[config.mk]
export PLATFORM = sky130hd
export DESIGN_NAME = controle_vedacao
export DESIGN_NICKNAME = d
export VERILOG_FILES = /design/src/rtl/controle_vedacao.sv
export SDC_FILE = /design/constraint.sdc
export NUM_CORES = 1
export LEC_CHECK = 0
export CORE_MARGIN = 3
export CORE_UTILIZATION = 41
export CTS_BUF_LIST = sky130_fd_sc_hd__clkbuf_8
export CTS_CLUSTER_DIAMETER = 120
export CTS_CLUSTER_SIZE = 25
export DETAILED_ROUTE_END_ITERATION = 6
export SYNTH_ARGS = -nofsm -noshare
export SYNTH_HDL_FRONTEND = slang
export SYNTH_SLANG_ARGS = --single-unit
[constraint.sdc]
create_clock -name clk -period 7.4 [get_ports clk]
set_input_delay 0.74 -clock clk [delete_from_list [all_inputs] [get_ports clk]]
set_output_delay 0.74 -clock clk [all_outputs]
set_load 0.02 [all_outputs]
[src/rtl/controle_vedacao.sv]
// Capping-station controller: stopper stock keeping, per-bottle stop/request/cap/release sequence, capped-bottle count.
// Optional stopper-wait timeout built only when VEDACAO_TIMEOUT_EN is defined.
module controle_vedacao #(
  parameter int STOCK_W        = 8,
  parameter int STOCK_MAX      = 20,
  parameter int ADD_QTY        = 5,
  parameter int LOW_THRESH     = 5,
  parameter int CAP_CYCLES     = 4,
  parameter int TIMEOUT_CYCLES = 64
) (
  input  logic               clk,
  input  logic               reset,
  input  logic               garrafa_pos,
  input  logic               garrafa_cheia,
  input  logic               add_rolha,
  input  logic               rolha_det,
  output logic               estoque_ok,
  output logic               motor_esteira,
  output logic               pede_rolha,
  output logic               vedar,
  output logic               falta_rolha,
  output logic               erro_rolha,
  output logic [STOCK_W-1:0] estoque,
  output logic [STOCK_W-1:0] garrafas_vedadas
);

  localparam logic [2:0] S_IDLE   = 3'd0;
  localparam logic [2:0] S_PEDE   = 3'd1;
  localparam logic [2:0] S_ESPERA = 3'd2;
  localparam logic [2:0] S_VEDA   = 3'd3;
  localparam logic [2:0] S_LIBERA = 3'd4;
  localparam logic [2:0] S_FALTA  = 3'd5;
  localparam logic [2:0] S_ERRO   = 3'd6;

  localparam int CW = (CAP_CYCLES > 1) ? $clog2(CAP_CYCLES) : 1;
  localparam int SW = STOCK_W + 2;

  logic [2:0]         state, state_nxt;
  logic [CW-1:0]      cap_cnt;
  logic               add_prev;
  logic               add_rise;
  logic               consume;
  logic               timeout_hit;
  logic               stock_zero;
  logic [STOCK_W-1:0] stock, vedadas;
  logic [SW-1:0]      stock_sum;
  logic [STOCK_W-1:0] stock_nxt;

  assign add_rise   = add_rolha & ~add_prev;
  assign consume    = (state == S_ESPERA) & rolha_det;
  assign stock_zero = (stock == '0);

`ifdef VEDACAO_TIMEOUT_EN
  localparam int WW = $clog2(TIMEOUT_CYCLES + 1);
  logic [WW-1:0] wait_cnt;

  always_ff @(posedge clk or posedge reset) begin
    if (reset) begin
      wait_cnt <= '0;
    end else if (state == S_PEDE) begin
      wait_cnt <= '0;
    end else if ((state == S_ESPERA) && (wait_cnt != WW'(TIMEOUT_CYCLES))) begin
      wait_cnt <= wait_cnt + WW'(1);
    end
  end

  // Terminal ESPERA cycle; rolha_det on this same cycle still wins.
  assign timeout_hit = (wait_cnt == WW'(TIMEOUT_CYCLES - 1));
  assign erro_rolha  = (state == S_ERRO);
`else
  // Constant false: ESPERA waits for the stopper indefinitely.
  assign timeout_hit = (TIMEOUT_CYCLES < 0);
  assign erro_rolha  = 1'b0;
`endif

  always_comb begin
    stock_sum = {2'b00, stock};
    if (add_rise) stock_sum = stock_sum + SW'(ADD_QTY);
    if (consume)  stock_sum = stock_sum - SW'(1);
    stock_nxt = (stock_sum > SW'(STOCK_MAX)) ? STOCK_W'(STOCK_MAX) : stock_sum[STOCK_W-1:0];
  end

  always_ff @(posedge clk or posedge reset) begin
    if (reset) begin
      add_prev <= 1'b0;
      stock    <= '0;
      vedadas  <= '0;
      cap_cnt  <= '0;
    end else begin
      add_prev <= add_rolha;
      stock    <= stock_nxt;
      if (consume) begin
        cap_cnt <= CW'(CAP_CYCLES - 1);
      end else if ((state == S_VEDA) && (cap_cnt != '0)) begin
        cap_cnt <= cap_cnt - CW'(1);
      end
      if ((state == S_VEDA) && (cap_cnt == '0)) begin
        vedadas <= vedadas + STOCK_W'(1);
      end
    end
  end

  always_ff @(posedge clk or posedge reset) begin
    if (reset) state <= S_IDLE;
    else       state <= state_nxt;
  end

  always_comb begin
    state_nxt = state;
    case (state)
      S_IDLE: begin
        if (garrafa_pos && garrafa_cheia) state_nxt = stock_zero ? S_FALTA : S_PEDE;
      end
      S_PEDE:   state_nxt = S_ESPERA;
      S_ESPERA: begin
        if (rolha_det)        state_nxt = S_VEDA;
        else if (timeout_hit) state_nxt = S_ERRO;
      end
      S_VEDA: begin
        if (cap_cnt == '0) state_nxt = S_LIBERA;
      end
      S_LIBERA: begin
        if (!garrafa_pos) state_nxt = S_IDLE;
      end
      S_FALTA: begin
        if (!stock_zero) state_nxt = S_PEDE;
      end
      S_ERRO:   state_nxt = S_ERRO;
      default:  state_nxt = S_IDLE;
    endcase
  end

  always_comb begin
    motor_esteira = 1'b0;
    pede_rolha    = 1'b0;
    vedar         = 1'b0;
    falta_rolha   = 1'b0;
    case (state)
      S_IDLE:   motor_esteira = 1'b1;
      S_LIBERA: motor_esteira = 1'b1;
      S_PEDE:   pede_rolha    = 1'b1;
      S_VEDA:   vedar         = 1'b1;
      S_FALTA:  falta_rolha   = 1'b1;
      default:  motor_esteira = 1'b0;
    endcase
  end

  assign estoque_ok       = (stock >= STOCK_W'(LOW_THRESH));
  assign estoque          = stock;
  assign garrafas_vedadas = vedadas;

endmodule

==> results.md <==
* #FFs+latches synth at 22
* CP arrival at 3.53 ns
* Post-layout min period at 3.35 ns
* Critical hold path startpoint: garrafas_vedadas[7]$_DFFE_PP0P_
* Cts bufs inserted at 3
* Worst Tran Pin Value at 0.852 ns
* CTS tree: built
* Final instance count without filler cells at 252
* Die H at 68.5 µm
* CTS Root Cell: clkbuf_8
* Mapped Area at approximately 1600 µm²
* Synth Area per Inst at between 8 and 9 µm²
* CORE AREA at 3720 µm²
* Port bufs at 26
* Internal power at just under 0.3 mW
* R2r endpoint: estoque[1]$_DFF_PP0_
* H-Tree Depth at 1
* Lkg Pwr at slightly below 0.8 nW
* Clock power frac at 0.247
* Synth warn at 0
* Row cnt at 22
* Vias per cell at 5.51
* Peak VDD IR at 189 µV
* Fin crit share at 0.453
* Setup Skew at 0.00793 ns
* Sw power at 0.162 mW
* Reg2reg path depth at 9
* Pwr dens at 235 nW/µm²
* FF-to-FF Start: estoque[0]$_DFF_PP0_
* Synthesized netlist cell count at between 150 and 200
* GRT Total Usage at 0.160
* Residual DRC at 0
* Largest net degree at the start of global routing at 23
* Fmax achieved at approximately 0.30 GHz
* Most frequent cells in the layout: clkdlybuf4s50_1 (26), dfrtp_1 (22), nand2_1 (21), nor2_1 (14), xnor2_1 (10)
* Clock Path Buffers at 2
* Post-Route Setup TNS at 0 ns
* Max FO, Critical Path at 6
* Commonest non-fill, non-tap cell in the layout: clkdlybuf4s50_1
* 1st-iter DRT viols at 62
* Worst Hold Class: flip-flop to flip-flop
* Hold Path End: garrafas_vedadas[7]$_DFFE_PP0P_
* Total Routed Length at around 3.4 mm
* Clock transition at path regs at 0.09 ns
* Nets at 217
* Number of cells on the worst hold path at 1
* WHS at slightly below 0.5 ns
* DIE AREA at 4690 µm²
* Vias at about 1400
* Crit-path slowest cell: clkdlybuf4s50_1
* Number of global-route vias before repair at 1285
* Area Growth Syn to Fin at 21.4%
* Setup crit end kind: flip-flop
* Register share of total power at 0.392
* Final hold violation count at 0
* Clk_lat worst skew at between 0.2 and 0.3 ns
* Worst-path cell chain: clkdlybuf4s50_1, nor2b_1, nor2_1, a21oi_1, ha_1, nand3_1, a2111o_1, a21o_1, a211oi_2, nor3b_1
* GPL Wtd Cong at 0.882
* Kind of critical path: primary input to flip-flop
* Max Cap Violations at 0
* Hpwl dp at 2.62 mm
* Distinct cell type count after synthesis at 49
* Post-route design area at between 1500 and 2000 µm²
* DP Worst Slack at 3.81 ns
* Fin. max-slew vios at 0
* ANT cells at 0
* Num ports at 28
* First-pass GRT wire length at 5.66 mm
* Initial antenna violation count at 0
* Sw frac at 0.355
* Post-synth top flop: dfrtp_1
* Post-route worst setup slack at 4.05 ns
* WL/cell at 13.6 µm
* Post-cts resize count at 0
* CTS Hold Bufs at 0
* Total congestion overflow at 0
* Logic pwr share at 0.361
* Setup crit start kind: primary input
* Flop2flop setup slack at 4.54 ns
* Finish-stage setup viols at 0
* Placed cell count at 248
* Status: complete, no violations
* CP max stage delay at 0.57 ns
* Area after DPL at 1870 µm²
* Post-synthesis sequential area ratio at 0.344
* Fraction of layout cells with a size suffix above 1 at 0.0588
* Async SR Flop Fraction at 1.00
* CP Data Required Time at 7.58 ns
* Initial Utilization at 0.430
* Die X at 68.5 µm
* RSZ-0062 raised after global routing: no
* Num Clock Sinks at 22
* Pre-Repair DR Iteration Count at 5
* Slew headroom at 0.431
* Antenna-violating nets left at 0
* Post-synth EDFFs at 0
* Post-CTS Setup Bufs at 0
## cells in the mapped netlist (all sizes together), types with 2 or more instances
library cell	number	area (µm²)
and2	2	15.0
o31ai	4	30.0
nand2b	2	12.5
nand3	9	45.0
dfrtp	22	551
buf	8	50.1
and4bb	2	25.0
nor3b	7	62.6
a21oi	6	33.8
xnor2	11	104
or3	2	12.5
o21bai	2	15.0
o2111ai	2	17.5
o311ai	2	17.5
ha	6	75.1
inv	7	26.3
xor2	5	43.8
nand4	2	12.5
nor2b	5	31.3
a21o	3	22.5
nor2	14	52.6
and3b	2	17.5
nor4b	2	17.5
o21ai	10	50.0
nor3	3	15.0
and3	3	18.8
nand2	21	78.8
clkbuf	3	11.3
## worst max-delay path, delay by kind of cell
kind | cells | cell delay, ns
AOI/OAI and AO/OA | 4 | 1.12
adders and majority gates | 1 | 0.20
buffers and inverters | 1 | 0.57
and+or+nand+nor | 4 | 0.91
## registers in the layout (all words and copies together) (netlist names)
signal / cells
add_prev: 1
cap_cnt: 2
estoque: 8
garrafas_vedadas: 8
state: 3
## per-layer routing
metal / track usage / vias to the layer above / routed length, µm
met4: 0.0695 / 0 / 74
met3: 0.0246 / 8 / 153
met2: 0.257 / 42 / 1670
met1: 0.210 / 654 / 1520
met5: 0 / - / 0
li1: - / 685 / -
## power by group through the flow
stage	sequential (mW)	clock (mW)	combinational, mW
2_1_floorplan	0.164	0	0.134
6_report	0.179	0.113	0.165
3_5_place_dp	0.181	0	0.166
5_1_grt	0.185	0.121	0.183
4_1_cts	0.179	0.116	0.167
3_3_place_gp	0.179	0	0.161
## cells by family after synthesis
logic type | count (synthesis) | share of synthesized area
AND/OR/NAND/NOR | 80 | 0.285
AO/OA/AOI/OAI | 38 | 0.168
XOR/XNOR | 16 | 0.0923
other | 1 | 0.00235
flip-flops | 22 | 0.344
adder cells (fa/ha/maj) | 6 | 0.0469
multiplexers | 1 | 0.00626
buffers and inverters | 18 | 0.0548
## cell type report
type	instances	area, µm²
flip-flops and latches	22	551
multi-input cells	145	972
clock buffers	3	41.3
repair buffers	26	260
fillers	356	1780
clock inverters	1	30.0
well taps	48	60.1
inverters	7	26.3
## per-stage QoR
step                       util  power, mW
final                     0.522      0.456
after CTS                 0.522      0.461
after floorplan               -      0.298
after global placement    0.503      0.340
after detailed placement  0.503      0.347
after global routing      0.522      0.489
## how the worst max path moves through the flow
| stage | start | endpoint | slack (ns) | cells after the start |
|---|---|---|---|---|
| floorplan | estoque[0]$_DFF_PP0_ | estoque[0]$_DFF_PP0_ | 4.80 | 10 |
| detailed placement | add_rolha | estoque[1]$_DFF_PP0_ | 3.81 | 10 |
| global placement | add_rolha | estoque[1]$_DFF_PP0_ | 3.96 | 10 |
| finish | add_rolha | estoque[1]$_DFF_PP0_ | 4.05 | 10 |
| CTS | add_rolha | estoque[1]$_DFF_PP0_ | 4.06 | 10 |
| global route | add_rolha | estoque[1]$_DFF_PP0_ | 3.80 | 10 |
(Power assumes the default switching activity.)
